## src/rtl/i2s_transmitter.sv

```systemverilog
// -----------------------------------------------------------------------------
// i2s_transmitter
//
// Serializes 16-bit signed stereo samples onto an I2S link. BCLK and LRCLK are
// derived from the system clock; one stereo pair can be held pending in a
// single-entry buffer behind a valid/ready handshake. A frame boundary with no
// pending pair sends silence and raises an underrun pulse.
//
// Parameters:
//   CLK_DIV        BCLK half-period in clk cycles (>= 2)
//
// Ports:
//   clk            system clock, rising edge
//   reset_n        synchronous active-low reset
//   leftSampleIn   left sample, two's complement
//   rightSampleIn  right sample, two's complement
//   sampleValid    upstream pair valid
//   sampleReady    buffer empty; pair taken when valid && ready
//   bclk           I2S bit clock
//   lrclk          word select, 0 = left, 1 = right
//   sdata          serial data, MSB first, one-bit I2S delay
//   frameStart     one-clk pulse when a frame is loaded
//   underrun       one-clk pulse when a frame is loaded with zeros
// -----------------------------------------------------------------------------
module i2s_transmitter #(
    parameter int CLK_DIV = 4
) (
    input  logic        clk,
    input  logic        reset_n,
    input  logic [15:0] leftSampleIn,
    input  logic [15:0] rightSampleIn,
    input  logic        sampleValid,
    output logic        sampleReady,
    output logic        bclk,
    output logic        lrclk,
    output logic        sdata,
    output logic        frameStart,
    output logic        underrun
);

    localparam int DIV_W = (CLK_DIV > 1) ? $clog2(CLK_DIV) : 1;
    localparam logic [DIV_W-1:0] DIV_LAST = DIV_W'(CLK_DIV - 1);

    logic [DIV_W-1:0] div_cnt_r;
    logic             bclk_r;
    logic             lrclk_r;
    logic             sdata_r;
    logic [4:0]       slot_r;
    logic [31:0]      sh_reg_r;
    logic [31:0]      hold_r;
    logic             full_r;
    logic             frame_start_r;
    logic             underrun_r;

    logic             tick_s;
    logic             fe_s;
    logic [4:0]       slot_next_s;
    logic             load_s;
    logic             accept_s;
    logic [31:0]      sh_next_s;

    // Divider terminal count, BCLK falling events, frame load and next shift value.
    always_comb begin
        tick_s      = (div_cnt_r == DIV_LAST);
        fe_s        = tick_s & bclk_r;
        slot_next_s = slot_r + 5'd1;
        // A frame is loaded on the falling event that enters slot 1, which
        // puts the MSB one BCLK after the LRCLK transition (I2S delay).
        load_s      = fe_s & (slot_next_s == 5'd1);
        accept_s    = sampleValid & ~full_r;
        sh_next_s   = sh_reg_r;
        if (load_s) begin
            if (full_r) begin
                sh_next_s = hold_r;
            end else begin
                sh_next_s = 32'd0;
            end
        end else if (fe_s) begin
            sh_next_s = {sh_reg_r[30:0], 1'b0};
        end else begin
            sh_next_s = sh_reg_r;
        end
    end

    // Clock divider and BCLK generation.
    always_ff @(posedge clk) begin
        if (!reset_n) begin
            div_cnt_r <= {DIV_W{1'b0}};
            bclk_r    <= 1'b0;
        end else begin
            if (tick_s) begin
                div_cnt_r <= {DIV_W{1'b0}};
                bclk_r    <= ~bclk_r;
            end else begin
                div_cnt_r <= div_cnt_r + DIV_W'(1);
                bclk_r    <= bclk_r;
            end
        end
    end

    // Slot counter, word select, shift register and serial data; all move on FE only.
    always_ff @(posedge clk) begin
        if (!reset_n) begin
            slot_r   <= 5'd0;
            lrclk_r  <= 1'b0;
            sdata_r  <= 1'b0;
            sh_reg_r <= 32'd0;
        end else begin
            sh_reg_r <= sh_next_s;
            if (fe_s) begin
                slot_r  <= slot_next_s;
                lrclk_r <= slot_next_s[4];
                // Registered from the updated shift value, so the MSB is on
                // the line on the very edge the frame is loaded.
                sdata_r <= sh_next_s[31];
            end else begin
                slot_r  <= slot_r;
                lrclk_r <= lrclk_r;
                sdata_r <= sdata_r;
            end
        end
    end

    // Single-entry sample buffer with valid/ready handshake.
    always_ff @(posedge clk) begin
        if (!reset_n) begin
            hold_r <= 32'd0;
            full_r <= 1'b0;
        end else begin
            // An accept can only coincide with a load when the buffer was
            // empty; then the pair is kept for the following frame.
            if (load_s && full_r) begin
                full_r <= 1'b0;
            end else if (accept_s) begin
                full_r <= 1'b1;
            end else begin
                full_r <= full_r;
            end
            if (accept_s) begin
                hold_r <= {leftSampleIn, rightSampleIn};
            end else begin
                hold_r <= hold_r;
            end
        end
    end

    // Frame start and underrun status pulses.
    always_ff @(posedge clk) begin
        if (!reset_n) begin
            frame_start_r <= 1'b0;
            underrun_r    <= 1'b0;
        end else begin
            frame_start_r <= load_s;
            underrun_r    <= load_s & ~full_r;
        end
    end

    assign sampleReady = ~full_r;
    assign bclk        = bclk_r;
    assign lrclk       = lrclk_r;
    assign sdata       = sdata_r;
    assign frameStart  = frame_start_r;
    assign underrun    = underrun_r;

endmodule

```

## config.mk

```make
export PLATFORM = sky130hd
export DESIGN_NAME = i2s_transmitter
export DESIGN_NICKNAME = d
export VERILOG_FILES = /design/src/rtl/i2s_transmitter.sv
export SDC_FILE = /design/constraint.sdc
export NUM_CORES = 1
export LEC_CHECK = 0
export CAP_MARGIN = 20
export CORE_MARGIN = 2
export CORE_UTILIZATION = 59
export DETAILED_ROUTE_END_ITERATION = 16
export PLACE_DENSITY = 0.88
export SETUP_SLACK_MARGIN = 0.5
export SLEW_MARGIN = 20
export SYNTH_ARGS = -nofsm -noshare
export SYNTH_HDL_FRONTEND = slang
export SYNTH_SLANG_ARGS = --single-unit
```

## constraint.sdc

```tcl
create_clock -name clk -period 4.16 [get_ports clk]
set_input_delay 1.04 -clock clk [delete_from_list [all_inputs] [get_ports clk]]
set_output_delay 1.04 -clock clk [all_outputs]
set_load 0.02 [all_outputs]
```

==> tab_implementation.tex, run 1 <==
\begin{tabular}{lr}
\hline
Metric & Value \\
\hline
\multicolumn{2}{l}{\textbf{Status}} \\
Result of the run & finished clean \\
\multicolumn{2}{l}{\textbf{Critical path}} \\
Arrival time at the worst endpoint & 2850 ps \\
Largest driver fanout on the critical path & 23 \\
Critical Path Sink Type & flip-flop \\
Source of the worst register-to-register timing path & slot\_r[0] \\
End of the worst register-to-register path & full\_r \\
Critical path type & in -> reg \\
CP Launch Point & sampleValid \\
Count of cells along the worst register-to-register path & 5 \\
Data required, critical path & approximately 4400 ps \\
Startpoint types & input port \\
Worst setup slack for register-to-register paths & approximately 1900 ps \\
\multicolumn{2}{l}{\textbf{Clock network}} \\
Source-to-sink clock delay at the later pin of the worst-skew pair & approximately 350 ps \\
CTS tree & done \\
Hold-fix buffer count after cts & 0 \\
Clock tree buffer depth & 2 \\
Root Buffer & sky130\_fd\_sc\_hd\_\_clkbuf\_8 \\
Clock transition at the registers of the reported paths & roughly 80 ps \\
Post CTS Setup Buffer Count & 0 \\
Total number of clock tree sinks & 75 \\
Max H-tree Level & 3 \\
Resized cells post-CTS & 0 \\
CTS buffer count & 9 \\
\multicolumn{2}{l}{\textbf{Placement}} \\
Routability congestion estimate from global placement & roughly 0.79 \\
Placed wire-length estimate & around 3.9 mm \\
Dpl cells & 459 \\
Number of input and output port buffers inserted & 40 \\
\multicolumn{2}{l}{\textbf{Synth}} \\
Portion of the post-synthesis area used by sequential elements & 45.98\% \\
Number of enable-type register cells in the synthesized netlist & 0 \\
Commonest register cell after synthesis & sky130\_fd\_sc\_hd\_\_dfxtp\_1 \\
Fraction of registers with async set or reset after synthesis & 0\% \\
Synth area leader & sky130\_fd\_sc\_hd\_\_dfxtp\_1 \\
Post-Synthesis Cell Area & about 0.0033 mm\^{}2 \\
Gate count of the mapped netlist & 369 \\
Most frequently used cell type in the post-synthesis netlist & sky130\_fd\_sc\_hd\_\_nand2\_1 \\
Post-synthesis net count & 407 \\
Mean instance size in the synthesized netlist & a little under 9 um\^{}2 \\
Most used standard cells in the synthesized netlist & sky130\_fd\_sc\_hd\_\_nand2\_1 (131), sky130\_fd\_sc\_hd\_\_dfxtp\_1 (75), sky130\_fd\_sc\_hd\_\_a21oi\_1 (35) \\
Cell variety after synth & 31 \\
Warning count from the yosys run & 0 \\
Cells taking the most area after synthesis & sky130\_fd\_sc\_hd\_\_dfxtp\_1 (46\%), sky130\_fd\_sc\_hd\_\_nand2\_1 (15\%), sky130\_fd\_sc\_hd\_\_mux2\_2 (10\%) \\
Yosys top cell area share & between 40\% and 50\% \\
Number of flip-flops and latches in the synthesized netlist & 75 \\
\multicolumn{2}{l}{\textbf{Floorplanning}} \\
Initial core utilization & 60.04\% \\
Die Outline Area & 0.006146 mm\^{}2 \\
Vert. Die Dim & 78.40 um \\
I/O Pins & between 40 and 50 \\
Standard-cell row count & 27 \\
Total core area & approximately 0.0054 mm\^{}2 \\
X dimension of the die & a little under 80 um \\
\multicolumn{2}{l}{\textbf{GRT}} \\
Antenna violations before repair & 0 \\
Overflow left after global routing & 0 \\
Maximum number of pins on one net before global-route repair & between 40 and 50 \\
Number of global-route vias before repair & 2437 \\
Global-route wire length before repair & approximately 11 mm \\
GR Util All Layers & roughly 23\% \\
\multicolumn{2}{l}{\textbf{Timing}} \\
Post-route setup TNS & 0 ps \\
Unrepaired setup endpoints after global routing & no \\
Remaining max-slew budget at the tightest pin & between 30\% and 40\% \\
Post-Route Skew & $\sim$7.6 ps \\
Max frequency & 0.3884 GHz \\
Hold violation total from the final report & 0 \\
Minimum period implied by the final worst setup slack & 2575 ps \\
Final worst path period share & 61.90\% \\
Total setup violations reported at the end of the flow & 0 \\
Final count of pins violating max slew & 0 \\
Worst slew pin tran & around 1000 ps \\
\multicolumn{2}{l}{\textbf{Route}} \\
Total via count after detailed routing & 2506 \\
Detailed-route wire length & $\sim$6.3 mm \\
DR vias/cell & approximately 5.3 \\
Post-route antenna net violation count & 0 \\
DR WL/cell & between 10 and 15 um \\
Starting DRT DRC Count & 116 \\
First drt pass iteration count & 4 \\
Remaining routing DRC violations & 0 \\
\multicolumn{2}{l}{\textbf{Min path}} \\
Terminating pin of the worst hold path & div\_cnt\_r[0] \\
Hold Path Depth & 1 \\
HP Start & div\_cnt\_r[0] \\
Classification of the worst-slack hold path & reg -> reg \\
\multicolumn{2}{l}{\textbf{Finish}} \\
Number of fillers in the final layout & 421 \\
Area growth from synthesis to layout & 18.20\% \\
Area of the multi-input gates & approximately 0.0016 mm\^{}2 \\
Fraction of final layout cells with drive strength greater than 1 & around 14\% \\
Non-filler cells in the finished layout & about 480 \\
Number of diodes added for antenna fixing & 0 \\
Sequential cell area & 0.001501 mm\^{}2 \\
Net count of the finished layout & $\sim$440 \\
\multicolumn{2}{l}{\textbf{Power and ir drop}} \\
Worst voltage drop across the vdd grid & a little over 0.0003 V \\
PD cells & about 370 mW/mm\^{}2 \\
Total power & 1.420 mW \\
Leakage power total & roughly 1.6 nW \\
\multicolumn{2}{l}{\textbf{Run}} \\
MaxCap Viol Count & 0 \\
\hline
\end{tabular}
-- power by group --
| group | switching [mW] | total, mW | internal [mW] |
|---|---|---|---|
| clock network | 0.279 | 0.558 | 0.279 |
| logic | 0.0564 | 0.111 | 0.0545 |
| registers | 0.0117 | 0.751 | 0.739 |
| total | 0.347 | 1.42 | 1.07 |
-- state kept, by name, indices dropped and copies added, names as in the netlist --
register and cells:
bclk 1, div_cnt_r 2, frameStart 1, full_r 1, hold_r 32, lrclk 1, sdata 1, sh_reg_r 31
slot_r 4, underrun 1
-- cells by family (layout without fill, tap and decap cells) --
logic type	after synthesis	in the layout	share of synthesized area (%)
AO/OA/AOI/OAI	42	42	7.318
buffers and inverters	30	65	4.980
flip-flops	75	75	45.98
adder cells (fa/ha/maj)	3	3	1.150
multiplexers	61	61	19.85
AND/OR/NAND/NOR	152	152	18.89
XOR/XNOR	6	6	1.839
-- layout make-up --
class                           instances  share of cell area [%]
Clock buffer                            9                   3.209
Clock inverter                          7                   2.010
Inverter                                4                  0.3890
Multi-Input combinational cell        264                   41.62
Sequential cell                        75                   38.90
Tap cell                               72                   2.334
Timing Repair Buffer                   45                   11.54
-- stage by stage --
stage	hold WS [ps]	util [%]	cell area, um^2	worst slack [ps]
after global placement	412.0	66.99	3643	1322
after floorplan	404.3	-	3266	2187
after CTS	438.1	70.69	3845	1599
after detailed placement	427.6	66.99	3643	1228
after global routing	459.6	70.97	3860	1468
final	438.1	70.97	3860	1585
-- cell usage in the layout, fill, tap and decap left out --
cell	netlist	layout
sky130_fd_sc_hd__mux2_2	30	30
sky130_fd_sc_hd__nor3b_1	1	1
sky130_fd_sc_hd__inv_1	3	3
sky130_fd_sc_hd__and2_1	1	1
sky130_fd_sc_hd__xnor2_1	2	2
sky130_fd_sc_hd__inv_6	0	1
sky130_fd_sc_hd__a21bo_2	1	1
sky130_fd_sc_hd__nand3_1	2	2
sky130_fd_sc_hd__o21ai_0	3	3
sky130_fd_sc_hd__a21oi_1	35	35
sky130_fd_sc_hd__inv_2	1	1
sky130_fd_sc_hd__bufinv_16	0	1
sky130_fd_sc_hd__nand3b_1	1	1
sky130_fd_sc_hd__mux2i_1	31	31
sky130_fd_sc_hd__dfxtp_1	75	75
sky130_fd_sc_hd__clkinvlp_4	0	4
sky130_fd_sc_hd__xor2_1	3	3
sky130_fd_sc_hd__and3_1	1	1
sky130_fd_sc_hd__nand4_1	3	3
sky130_fd_sc_hd__ha_1	3	3
sky130_fd_sc_hd__nor2b_2	0	1
sky130_fd_sc_hd__nand2_1	131	131
sky130_fd_sc_hd__xor2_2	1	1
sky130_fd_sc_hd__nor2_1	7	6
sky130_fd_sc_hd__clkbuf_8	0	9
sky130_fd_sc_hd__a41o_4	1	1
sky130_fd_sc_hd__nor3_1	3	3
sky130_fd_sc_hd__buf_8	1	1
sky130_fd_sc_hd__o21ba_1	1	1
sky130_fd_sc_hd__buf_4	0	4
sky130_fd_sc_hd__clkdlybuf4s50_1	0	40
sky130_fd_sc_hd__o21a_1	1	1
sky130_fd_sc_hd__nor2_2	0	1
sky130_fd_sc_hd__nand4_4	1	1
sky130_fd_sc_hd__clkinv_4	0	1
-- worst max-delay path by stage --
stage and end:
6_report hold_r[20], 4_1_cts sampleReady, 3_3_place_gp hold_r[18], 5_1_grt hold_r[17], 2_1_floorplan sh_reg_r[4], 3_5_place_dp hold_r[13]
-- critical path: stages --
cell and delay [ps]:
sky130_fd_sc_hd__clkdlybuf4s50_1 490, sky130_fd_sc_hd__nor2b_2 820, sky130_fd_sc_hd__buf_4 300, sky130_fd_sc_hd__nand2_1 60
sky130_fd_sc_hd__a21oi_1 120
-- layer usage --
layer  GRT usage [%]  wire, um  share of wire, %  vias up
li1                -         -                 -     1276
met1           26.76      2764                44     1159
met2           39.57      3202                51       65
met3           6.437       288               4.6        6
met4           7.544        67               1.1        0
met5               0         0                 0        -
(Power assumes the default switching activity.)
==> inputs of run 2 (changes only) <==
Settings changed: CORE_UTILIZATION 59 to 55, PLACE_DENSITY 0.88 to 0.83.
Clock period 4.16 ns to 2.7 ns, I/O delays scaled along.
==> tab_implementation.tex, run 2 (synthesized netlist as in run 1, its figures left out) <==
\begin{tabular}{lr}
\hline
Metric & Value \\
\hline
\multicolumn{2}{l}{\textbf{Clock network}} \\
CTS buffer count & 9 \\
Total number of clock tree sinks & between 70 and 80 \\
Hold-fix buffer count after cts & 0 \\
CTS tree & done \\
Source-to-sink clock delay at the later pin of the worst-skew pair & 350 ps \\
Root Buffer & sky130\_fd\_sc\_hd\_\_clkbuf\_8 \\
Max H-tree Level & 3 \\
Clock tree buffer depth & 2 \\
Clock transition at the registers of the reported paths & approximately 70 ps \\
\multicolumn{2}{l}{\textbf{Critical path}} \\
Critical path cell sequence & clkdlybuf4s50\_1 \\
Crit path buf inv count & 1 \\
Count of cells along the worst register-to-register path & 6 \\
Peak per-stage delay on the critical path & $\sim$640 ps \\
Cell with the biggest individual delay on the critical path & sky130\_fd\_sc\_hd\_\_clkdlybuf4s50\_1 \\
Largest delay share family, worst path & buffers and inverters \\
Data required, critical path & 2030 ps \\
Startpoint types & flip-flop \\
Arrival time at the worst endpoint & approximately 1400 ps \\
Largest driver fanout on the critical path & 3 \\
Critical path type & reg -> out \\
Critical Path Sink Type & output port \\
WP depth & 1 \\
\multicolumn{2}{l}{\textbf{Finish}} \\
Fraction of final layout cells with drive strength greater than 1 & roughly 15\% \\
Most flops, register & hold\_r \\
Number of fillers in the final layout & 499 \\
Net count of the finished layout & about 440 \\
Layout Cell Area excl Fill & about 0.0039 mm\^{}2 \\
Top library cells by usage in the layout, fill and taps aside & sky130\_fd\_sc\_hd\_\_nand2\_1 (131), sky130\_fd\_sc\_hd\_\_dfxtp\_1 (74), sky130\_fd\_sc\_hd\_\_clkdlybuf4s50\_1 (39), sky130\_fd\_sc\_hd\_\_a21oi\_1 (35), sky130\_fd\_sc\_hd\_\_mux2i\_1 (31) \\
Largest register FFs & 32 \\
Number of diodes added for antenna fixing & 0 \\
Biggest registers after layout & hold\_r x32, sh\_reg\_r x31, slot\_r x4 \\
Leading cell type in the layout, fill and taps excluded & sky130\_fd\_sc\_hd\_\_nand2\_1 \\
Area growth from synthesis to layout & 19.66\% \\
\multicolumn{2}{l}{\textbf{Floorplanning}} \\
Die Outline Area & 0.006570 mm\^{}2 \\
X dimension of the die & a little over 80 um \\
I/O Pins & 41 \\
Vert. Die Dim & around 80 um \\
Standard-cell row count & 28 \\
Total core area & between 0.005 and 0.006 mm\^{}2 \\
Initial core utilization & $\sim$56\% \\
\multicolumn{2}{l}{\textbf{Route}} \\
First drt pass iteration count & 4 \\
DR WL/cell & 12.93 um \\
Total via count after detailed routing & about 2500 \\
Detailed-route wire length & between 6 and 7 mm \\
Starting DRT DRC Count & between 100 and 150 \\
Post-route antenna net violation count & 0 \\
DR vias/cell & 5.175 \\
Remaining routing DRC violations & 0 \\
\multicolumn{2}{l}{\textbf{Run}} \\
MaxCap Viol Count & 0 \\
\multicolumn{2}{l}{\textbf{Timing}} \\
Worst slew pin tran & roughly 490 ps \\
Minimum period implied by the final worst setup slack & about 2100 ps \\
Total setup violations reported at the end of the flow & 0 \\
Unrepaired setup endpoints after global routing & no \\
Final WS setup & $\sim$630 ps \\
Final worst path period share & roughly three quarters \\
Post-route setup TNS & 0 ps \\
Max frequency & 0.4822 GHz \\
Post-Route Skew & approximately 7 ps \\
Remaining max-slew budget at the tightest pin & between 60 and 70\% \\
Hold violation total from the final report & 0 \\
Final count of pins violating max slew & 0 \\
\multicolumn{2}{l}{\textbf{Power and ir drop}} \\
Total power & 2.154 mW \\
Internal power of the cells & 1.663 mW \\
Clock network fraction of design power & 38.1\% \\
Sequential Power Share & a little over half \\
PD cells & 551.4 mW/mm\^{}2 \\
Switch share & a little under a quarter \\
Worst voltage drop across the vdd grid & $\sim$0.00033 V \\
Share of power burned in combinational logic & under 10\% \\
Leakage power total & about 1.7 nW \\
Switching power & between 0.4 and 0.5 mW \\
\multicolumn{2}{l}{\textbf{Placement}} \\
Placed Instance Area & approximately 0.0037 mm\^{}2 \\
Placed wire-length estimate & about 4.0 mm \\
Number of input and output port buffers inserted & 40 \\
Post-placement worst setup slack & 660.4 ps \\
Routability congestion estimate from global placement & 0.7702 \\
\multicolumn{2}{l}{\textbf{GRT}} \\
Overflow left after global routing & 0 \\
Maximum number of pins on one net before global-route repair & 33 \\
Number of global-route vias before repair & 2349 \\
Antenna violations before repair & 0 \\
Global-route wire length before repair & 10.29 mm \\
GR Util All Layers & between 20\% and 30\% \\
\multicolumn{2}{l}{\textbf{Status}} \\
Result of the run & finished clean \\
\multicolumn{2}{l}{\textbf{Min path}} \\
Hold Path Depth & 1 \\
Classification of the worst-slack hold path & reg -> reg \\
\hline
\end{tabular}
## run 2: cell count changes in the layout (fill, tap and decap cells not counted), moves of 2 or more
cell	delta
sky130_fd_sc_hd__clkinvlp_4	-4
sky130_fd_sc_hd__clkbuf_8	+4
sky130_fd_sc_hd__buf_4	+6
sky130_fd_sc_hd__clkbuf_1	+2
## run 2: power groups by stage
| stage | sequential (mW) | clock (mW) | combinational (mW) |
|---|---|---|---|
| final | 1.16 | 0.820 | 0.177 |
| after floorplan | 1.18 | 0 | 0.0909 |
| after CTS | 1.16 | 0.839 | 0.178 |
| after global routing | 1.16 | 0.879 | 0.195 |
| after global placement | 1.18 | 0 | 0.173 |
| after detailed placement | 1.18 | 0 | 0.178 |
## run 2: area by class of cell
type	count	area, um^2	share of cell area [%]
multi-input combinational	264	1607	41.11
inverter	4	15.01	0.3842
clock inverter	1	5.005	0.1281
timing repair buffer	51	498.0	12.74
clock buffer	15	186.4	4.771
sequential	75	1503	38.46
tap	75	93.84	2.402
## run 2: metrics by stage
step	cells	util [%]	hold WS, ps
4_1_cts	485	67.15	436.1
5_1_grt	485	67.19	458.5
3_5_place_dp	469	63.83	425.8
2_1_floorplan	369	-	404.3
3_3_place_gp	469	63.83	415.0
6_report	485	67.19	429.1
## run 2: routing by layer
layer / global-route usage [%] / up-vias / wire length, um
met3: 5.778 / 13 / 253
met4: 7.458 / 0 / 106
met1: 24.32 / 1165 / 2837
li1: - / 1284 / -
met5: 0 / - / 0
met2: 35.54 / 48 / 3071
## run 2: path summary, 6_finish.rpt
| check | startpoint | end | slack, ps |
|---|---|---|---|
| min reg2reg | div_cnt_r[0] | div_cnt_r[0] | 430 |
| max reg2reg | slot_r[0] | full_r | 840 |
| max | lrclk | lrclk | 630 |
| min | div_cnt_r[0] | div_cnt_r[0] | 430 |
## run 2: timing repair
item	CTS	global route
pin swaps	0	0
buffers inserted	0	0
setup endpoints to repair	1	1
gates resized for setup	1	1
